==> src/rtl/nn_fixed_pkg.sv <==
// Shared fixed-point definitions for the neuron datapath stages.
// Default number format is Q7.24 in a 32-bit signed word.
package nn_fixed_pkg;

  localparam int DEF_WIDTH      = 32;
  localparam int DEF_FRAC_BITS  = 24;
  localparam int DEF_NUM_INPUTS = 8;
  // Product shifted back to FracBits needs 2*Width-FracBits bits; 8 guard
  // bits let up to 256 worst-case products accumulate without wrapping.
  localparam int DEF_ACC_WIDTH  = 2 * DEF_WIDTH - DEF_FRAC_BITS + 8;

  // 1.0 in the default format.
  localparam logic [DEF_WIDTH-1:0] ONE     = DEF_WIDTH'(1) << DEF_FRAC_BITS;
  // Saturation rails in the default format.
  localparam logic [DEF_WIDTH-1:0] MAX_POS = {1'b0, {(DEF_WIDTH-1){1'b1}}};
  localparam logic [DEF_WIDTH-1:0] MAX_NEG = {1'b1, {(DEF_WIDTH-1){1'b0}}};

  typedef enum logic [1:0] {
    ST_IDLE  = 2'd0,
    ST_ACCUM = 2'd1,
    ST_SAT   = 2'd2,
    ST_OUT   = 2'd3
  } mac_state_e;

endpackage

==> src/rtl/neuron_mac_accumulator_if.sv <==
// Stream and control bundle of the neuron MAC stage.
// slave = the accumulator, master = whoever feeds and drains it.
interface neuron_mac_accumulator_if
  import nn_fixed_pkg::*;
#(
  parameter int Width = DEF_WIDTH
);

  logic             start;
  logic [Width-1:0] bias;
  logic             inValid;
  logic             inReady;
  logic [Width-1:0] inData;
  logic [Width-1:0] inWeight;
  logic             OutValid;
  logic             OutReady;
  logic [Width-1:0] OutData;
  logic             satFlag;
  logic             busy;

  modport slave (
    input  start, bias, inValid, inData, inWeight, OutReady,
    output inReady, OutValid, OutData, satFlag, busy
  );

  modport master (
    output start, bias, inValid, inData, inWeight, OutReady,
    input  inReady, OutValid, OutData, satFlag, busy
  );

endinterface

==> src/rtl/fixed_mul_shift.sv <==
// Signed fixed-point multiply: full-precision product, arithmetic shift
// right by FracBits (floor rounding), sign-extended to AccWidth.
// Purely combinational so other neuron stages can reuse it.
module fixed_mul_shift
  import nn_fixed_pkg::*;
#(
  parameter int Width    = DEF_WIDTH,
  parameter int FracBits = DEF_FRAC_BITS,
  // Must exceed 2*Width-FracBits so the shifted product always fits.
  parameter int AccWidth = 2 * Width - FracBits + 8
) (
  input  logic signed [Width-1:0]    a_i,
  input  logic signed [Width-1:0]    b_i,
  output logic signed [AccWidth-1:0] p_o
);

  localparam int ProdWidth = 2 * Width;
  localparam int KeepWidth = ProdWidth - FracBits;

  logic signed [ProdWidth-1:0] a_ext_s;
  logic signed [ProdWidth-1:0] b_ext_s;
  logic signed [ProdWidth-1:0] prod_s;
  logic                        unused_frac_s;

  assign a_ext_s = {{Width{a_i[Width-1]}}, a_i};
  assign b_ext_s = {{Width{b_i[Width-1]}}, b_i};
  assign prod_s  = a_ext_s * b_ext_s;

  // Dropping the low FracBits bits of a two's-complement value is an
  // arithmetic shift, i.e. truncation toward minus infinity.
  assign p_o = {{(AccWidth-KeepWidth){prod_s[ProdWidth-1]}},
                prod_s[ProdWidth-1:FracBits]};

  // The discarded fraction bits are intentionally dropped.
  assign unused_frac_s = ^prod_s[FracBits-1:0];

endmodule

==> src/rtl/neuron_mac_accumulator.sv <==
// Weighted-sum stage of one neuron: bias + sum(inData*inWeight) over
// NumInputs stream beats, saturated to Width bits and handed downstream
// to the activation limiter over a valid/ready output.
module neuron_mac_accumulator
  import nn_fixed_pkg::*;
#(
  parameter int Width     = DEF_WIDTH,
  parameter int FracBits  = DEF_FRAC_BITS,
  parameter int NumInputs = DEF_NUM_INPUTS,
  parameter int AccWidth  = 2 * Width - FracBits + 8
) (
  input  logic                      clk,
  input  logic                      rst_n,
  neuron_mac_accumulator_if.slave   bus
);

  localparam int CntW = $clog2(NumInputs + 1);
  localparam logic [CntW-1:0] LastIdx = CntW'(NumInputs - 1);

  // Representable range of the output word, widened to the accumulator.
  localparam logic signed [AccWidth-1:0] SatHi =
    {{(AccWidth-Width+1){1'b0}}, {(Width-1){1'b1}}};
  localparam logic signed [AccWidth-1:0] SatLo =
    {{(AccWidth-Width+1){1'b1}}, {(Width-1){1'b0}}};
  localparam logic [Width-1:0] RailPos = {1'b0, {(Width-1){1'b1}}};
  localparam logic [Width-1:0] RailNeg = {1'b1, {(Width-1){1'b0}}};

  mac_state_e                state_q, state_d;
  logic signed [AccWidth-1:0] acc_q, acc_d;
  logic [CntW-1:0]           count_q, count_d;
  logic [Width-1:0]          out_data_q, out_data_d;
  logic                      out_valid_q, out_valid_d;
  logic                      sat_q, sat_d;
  logic                      in_ready_q, in_ready_d;
  logic                      busy_q, busy_d;

  logic                      beat_s;
  logic signed [AccWidth-1:0] prod_s;
  logic signed [AccWidth-1:0] bias_ext_s;

  fixed_mul_shift #(
    .Width    (Width),
    .FracBits (FracBits),
    .AccWidth (AccWidth)
  ) u_mul (
    .a_i (bus.inData),
    .b_i (bus.inWeight),
    .p_o (prod_s)
  );

  assign bias_ext_s = {{(AccWidth-Width){bus.bias[Width-1]}}, bus.bias};
  assign beat_s     = bus.inValid & in_ready_q;

  // Next-state, accumulator and output-register logic of the evaluation FSM.
  always_comb begin
    state_d     = state_q;
    acc_d       = acc_q;
    count_d     = count_q;
    out_data_d  = out_data_q;
    out_valid_d = out_valid_q;
    sat_d       = sat_q;

    case (state_q)
      ST_IDLE: begin
        if (bus.start) begin
          acc_d   = bias_ext_s;
          count_d = '0;
          state_d = ST_ACCUM;
        end else begin
          state_d = ST_IDLE;
        end
      end

      ST_ACCUM: begin
        if (beat_s) begin
          acc_d   = acc_q + prod_s;
          count_d = count_q + CntW'(1);
          if (count_q == LastIdx) begin
            state_d = ST_SAT;
          end else begin
            state_d = ST_ACCUM;
          end
        end else begin
          state_d = ST_ACCUM;
        end
      end

      ST_SAT: begin
        if (acc_q > SatHi) begin
          out_data_d = RailPos;
          sat_d      = 1'b1;
        end else if (acc_q < SatLo) begin
          out_data_d = RailNeg;
          sat_d      = 1'b1;
        end else begin
          out_data_d = acc_q[Width-1:0];
          sat_d      = 1'b0;
        end
        out_valid_d = 1'b1;
        state_d     = ST_OUT;
      end

      ST_OUT: begin
        // Result and flag stay frozen until the downstream takes them.
        if (bus.OutReady) begin
          out_valid_d = 1'b0;
          state_d     = ST_IDLE;
        end else begin
          state_d = ST_OUT;
        end
      end

      default: begin
        state_d     = ST_IDLE;
        out_valid_d = 1'b0;
      end
    endcase

    // Handshake-side status is registered alongside the state it decodes.
    in_ready_d = (state_d == ST_ACCUM);
    busy_d     = (state_d != ST_IDLE);
  end

  // State, datapath and output registers; reset discards any partial sum.
  always_ff @(posedge clk or negedge rst_n) begin
    if (!rst_n) begin
      state_q     <= ST_IDLE;
      acc_q       <= '0;
      count_q     <= '0;
      out_data_q  <= '0;
      out_valid_q <= 1'b0;
      sat_q       <= 1'b0;
      in_ready_q  <= 1'b0;
      busy_q      <= 1'b0;
    end else begin
      state_q     <= state_d;
      acc_q       <= acc_d;
      count_q     <= count_d;
      out_data_q  <= out_data_d;
      out_valid_q <= out_valid_d;
      sat_q       <= sat_d;
      in_ready_q  <= in_ready_d;
      busy_q      <= busy_d;
    end
  end

  assign bus.inReady  = in_ready_q;
  assign bus.OutValid = out_valid_q;
  assign bus.OutData  = out_data_q;
  assign bus.satFlag  = sat_q;
  assign bus.busy     = busy_q;

endmodule

==> src/flat_wrapper.sv <==
// flat-port wrapper written by rule: the top's interface ports become plain ports
module neuron_mac_accumulator_flat import nn_fixed_pkg::*;
#(
  parameter int Width     = DEF_WIDTH,
  parameter int FracBits  = DEF_FRAC_BITS,
  parameter int NumInputs = DEF_NUM_INPUTS,
  parameter int AccWidth  = 2 * Width - FracBits + 8
)
  (clk, rst_n, bus_start, bus_bias, bus_inValid, bus_inData, bus_inWeight, bus_OutReady, bus_inReady, bus_OutValid, bus_OutData, bus_satFlag, bus_busy);
  neuron_mac_accumulator_if #(.Width(Width)) bus_i ();
  input  logic clk;
  input  logic rst_n;
  input wire logic [$bits(bus_i.start)-1:0] bus_start;
  input wire logic [$bits(bus_i.bias)-1:0] bus_bias;
  input wire logic [$bits(bus_i.inValid)-1:0] bus_inValid;
  input wire logic [$bits(bus_i.inData)-1:0] bus_inData;
  input wire logic [$bits(bus_i.inWeight)-1:0] bus_inWeight;
  input wire logic [$bits(bus_i.OutReady)-1:0] bus_OutReady;
  output wire logic [$bits(bus_i.inReady)-1:0] bus_inReady;
  output wire logic [$bits(bus_i.OutValid)-1:0] bus_OutValid;
  output wire logic [$bits(bus_i.OutData)-1:0] bus_OutData;
  output wire logic [$bits(bus_i.satFlag)-1:0] bus_satFlag;
  output wire logic [$bits(bus_i.busy)-1:0] bus_busy;
  assign bus_i.start = bus_start;
  assign bus_i.bias = bus_bias;
  assign bus_i.inValid = bus_inValid;
  assign bus_i.inData = bus_inData;
  assign bus_i.inWeight = bus_inWeight;
  assign bus_i.OutReady = bus_OutReady;
  assign bus_inReady = bus_i.inReady;
  assign bus_OutValid = bus_i.OutValid;
  assign bus_OutData = bus_i.OutData;
  assign bus_satFlag = bus_i.satFlag;
  assign bus_busy = bus_i.busy;
  neuron_mac_accumulator #(.Width(Width), .FracBits(FracBits), .NumInputs(NumInputs), .AccWidth(AccWidth)) u_core (.clk(clk), .rst_n(rst_n), .bus(bus_i));
endmodule
==> config.mk <==
export PLATFORM = sky130hd
export DESIGN_NAME = neuron_mac_accumulator_flat
export DESIGN_NICKNAME = d
export VERILOG_FILES = /design/src/rtl/nn_fixed_pkg.sv /design/src/rtl/neuron_mac_accumulator_if.sv /design/src/rtl/fixed_mul_shift.sv /design/src/rtl/neuron_mac_accumulator.sv /design/src/flat_wrapper.sv
export SDC_FILE = /design/constraint.sdc
export NUM_CORES = 2
export LEC_CHECK = 0
export ABC_CLOCK_PERIOD_IN_PS = 3270
export CAP_MARGIN = 20
export CELL_PAD_IN_SITES_DETAIL_PLACEMENT = 0
export CELL_PAD_IN_SITES_GLOBAL_PLACEMENT = 2
export CORE_UTILIZATION = 38
export CTS_BUF_LIST = sky130_fd_sc_hd__clkbuf_2
export DETAILED_ROUTE_END_ITERATION = 12
export HOLD_SLACK_MARGIN = 0.08
export PLACE_DENSITY_LB_ADDON = 0.1
export SLEW_MARGIN = 0
export SYNTH_ARGS = -nofsm -noshare
export SYNTH_HDL_FRONTEND = slang
export SYNTH_SLANG_ARGS = --single-unit
==> constraint.sdc <==
create_clock -name clk -period 3.27 [get_ports clk]
set_clock_uncertainty 0.2 [all_clocks]
set_input_delay 0.4905 -clock clk [delete_from_list [all_inputs] [get_ports clk]]
set_output_delay 0.4905 -clock clk [all_outputs]
set_load 0.1 [all_outputs]
==> flow_summary.yaml <==
outcome:
  status: "finished, violations left"
  violations: "negative setup slack"
yosys:
  synth_adder_area_share_pct: 59.46
  synth_mux_area_share_pct: 0.08191
  synth_top_family_by_area: "adder cells"
  postSynthCellCount: 4448
  synth-edff-count: 0
  synth_top_flop_cell: "dfrtp_1"
  netlist.area_leader.share_pct: 52.52
  post_synth_instance_area_mm2: 0.04124
  yosys.area.top_type: "fa_1"
  syn_avg_cell_area_um2: 9.273
  synth-async-reset-ratio_pct: 100.0
  yosysSeqAreaShare_pct: 5.461
  ys_top_cells_by_area: "fa_1 (53%), inv_1 (8.7%), and2_1 (7.0%), ha_1 (6.9%), nand2_1 (5.8%)"
  syn_nets: 5860
  synth_xor_xnor_area_share_pct: 1.969
  synth-compound-area-share_pct: 6.340
  ys_types: 67
  synth_simple_gate_area_share_pct: 15.88
  ys_seq_elements: 90
  ys_warn_count: 0
run:
  cap_violations: 0
routing:
  ant_nets: 0
  first_pass_iters: 5
  via_per_inst: 4.956
  wl_met3_um: 5752
  drcViolationCount: 0
  drt_wl_total_um: 144500
  wl_per_cell_um: 21.79
  drt_iter0_markers: 1587
  met2WireLength_um: 75470
  wl_met1_um: 59230
  highest_layer: "met5"
  vias: 32880
worst_setup_path:
  crit_family: "adder cells"
  worstSetupPathType: "input port to register"
  end_kind: "register"
  cpPeakStageDelay_ps: 650
  critPathLaunchType: "input port"
  regToRegSetupSlack_ps: 10
  crit_required_ps: 3600
  r2r_end: "u_core.acc_q[20]"
  r2r-start: "u_core.acc_q[0]"
  r2r_cells: 13
  crit_top_cell: "fa_1"
  worstPathMaxFanout: 5
  cp.arrival_ps: 9590
  cp_slowest_cell: "fa_2"
  path_buf_inv: 9
sta:
  fmax_mhz: 108.0
  tightest_slew_ps: 899.6
  setup_tns_ps: -264560
  layout_worst_path_cycle_share_pct: 283.1
  rsz0062_at_grt: "yes"
  hold_violations: 0
  hold_ws_ps: 158.9
  relSlewSlack_pct: 40.03
  drv_slew: 0
  setup_ws_ps: -5986
  setup_violations: 48
  period_minus_slack_ps: 9256
global_route:
  grt_pass1_vias: 35960
  grt_use_total_pct: 26.63
  grt_max_degree: 61
  antenna_found_initial: 8
  grt-ovfl-total: 0
  grt_pass1_wl_um: 221400
placed_design:
  gp_congestion: 0.8613
  portBuffers: 136
  post_dp_cell_area_mm2: 0.04937
  post-place-ws_ps: -7239
  hpwl_um: 106300
die:
  rows: 120
  die_area_mm2: 0.1099
  die_h_um: 331.5
  fp.dieW_um: 331.5
  initial_core_util_pct: 38.42
  core_area_mm2: 0.1074
  ioPinCount: 137
cts:
  cts_sinks: 90
  clk_pin_slew_ps: 280
  cts_htree_levels: 3
  cts_buffers: 9
  clkLatencyLatePin_ps: 570
  root_buffer: "clkbuf_2"
  clock_path_buffers: 2
  cts_tree: "yes"
finish:
  final_cell_mix: "fa_1 (983), inv_1 (912), buf_4 (660)"
  final_layout_size_suffix_gt1_share_pct: 27.46
  final_common_cell: "fa_1"
  area_delta_synth_final_pct: 34.09
  final_nets: 6637
  final_area_mm2: 0.05531
hold_path:
  worstHoldPathType: "input port to async pin"
[cells by family after synthesis]
kind of cell | after synthesis
DFF | 90
and+or+nand+nor | 1345
AOI/OAI and AO/OA | 423
xor gates and xnor gates | 91
adders and majority gates | 1311
muxes | 3
buffers and inverters | 1185
[cell usage after synthesis (all sizes together) (3+ instances only)]
cell type / count
a211o: 4
a211oi: 17
a21boi: 6
a21o: 54
a21oi: 135
a221o: 3
a221oi: 4
a31oi: 15
a41oi: 3
and2: 460
and3: 15
and4: 6
buf: 6
clkbuf: 228
dfrtp: 90
fa: 1082
ha: 229
inv: 951
mux2: 3
nand2: 633
nand2b: 23
nand3: 19
nand3b: 4
nand4: 19
nor2: 104
nor2b: 21
nor3: 23
nor3b: 5
nor4: 7
o211ai: 15
o21a: 14
o21ai: 115
o21bai: 9
o31ai: 6
xnor2: 67
xor2: 23
[how the worst max path moves through the flow]
| stage | startpoint | to | slack [ps] | cells after the start |
|---|---|---|---|---|
| 2_1_floorplan | bus_inData[31] | u_core.acc_q[38] | -6030 | 32 |
| 3_3_place_gp | bus_inWeight[3] | u_core.acc_q[44] | -7230 | 37 |
| 3_5_place_dp | bus_inWeight[3] | u_core.acc_q[44] | -7240 | 37 |
| 4_1_cts | bus_inWeight[7] | u_core.acc_q[44] | -6100 | 41 |
| 5_1_grt | bus_inWeight[7] | u_core.acc_q[47] | -6260 | 41 |
| 6_report | bus_inData[7] | u_core.acc_q[47] | -5990 | 39 |
[metrics by stage]
step                      cells  utilization, %
after floorplan            4448               -
after global placement     6358           45.99
after detailed placement   6358           45.99
final                      6634           51.52
after global routing       6633           51.52
after CTS                  6558           49.68
[cell type report]
cell class | instances | area, um2
Antenna cell | 1 | 2.502
Clock buffer | 9 | 45.04
Clock inverter | 7 | 68.82
Fill cell | 10190 | 52050
Inverter | 951 | 3573
Multi-Input combinational cell | 3173 | 36790
Sequential cell | 90 | 2252
Tap cell | 1403 | 1755
Timing Repair Buffer | 1000 | 10820
[sequential cells by signal (all words and copies together) (netlist names)]
name / cells
u_core.acc_q: 48
u_core.bus.OutValid: 1
u_core.bus.satFlag: 1
u_core.bus.inReady: 1
u_core.bus.busy: 1
u_core.count_q: 4
u_core.state_q: 2
u_core.bus.OutData: 32
[layer usage]
layer | global-route usage (%) | up-vias
li1 | - | 14700
met1 | 34.99 | 17330
met2 | 48.32 | 662
met3 | 1.912 | 181
met4 | 4.958 | 4
met5 | 0 | -
[repair_timing]
action                     CTS  global route
setup buffers              130            75
hold buffers                 1             0
hold endpoints to repair    90             0
pin swaps                  242           367
setup endpoints to repair   48            48
cloned                      56            12
gates resized for setup    588           358
[worst register-to-register path: stages, from the launching register on]
cell and delay [ps]:
dfrtp_1 460, ha_4 190, fa_2 350, a21o_1 200, a21oi_2 140, o211ai_1 150
a21oi_2 280, buf_4 170, a211oi_2 60, a211oi_2 190, o21a_1 230, o21a_1 140
o211ai_1 120, a221o_1 290
Power is left out: the tool's default activity adds up to more than one toggle a clock period on the data nets, which glitch-free logic cannot reach.
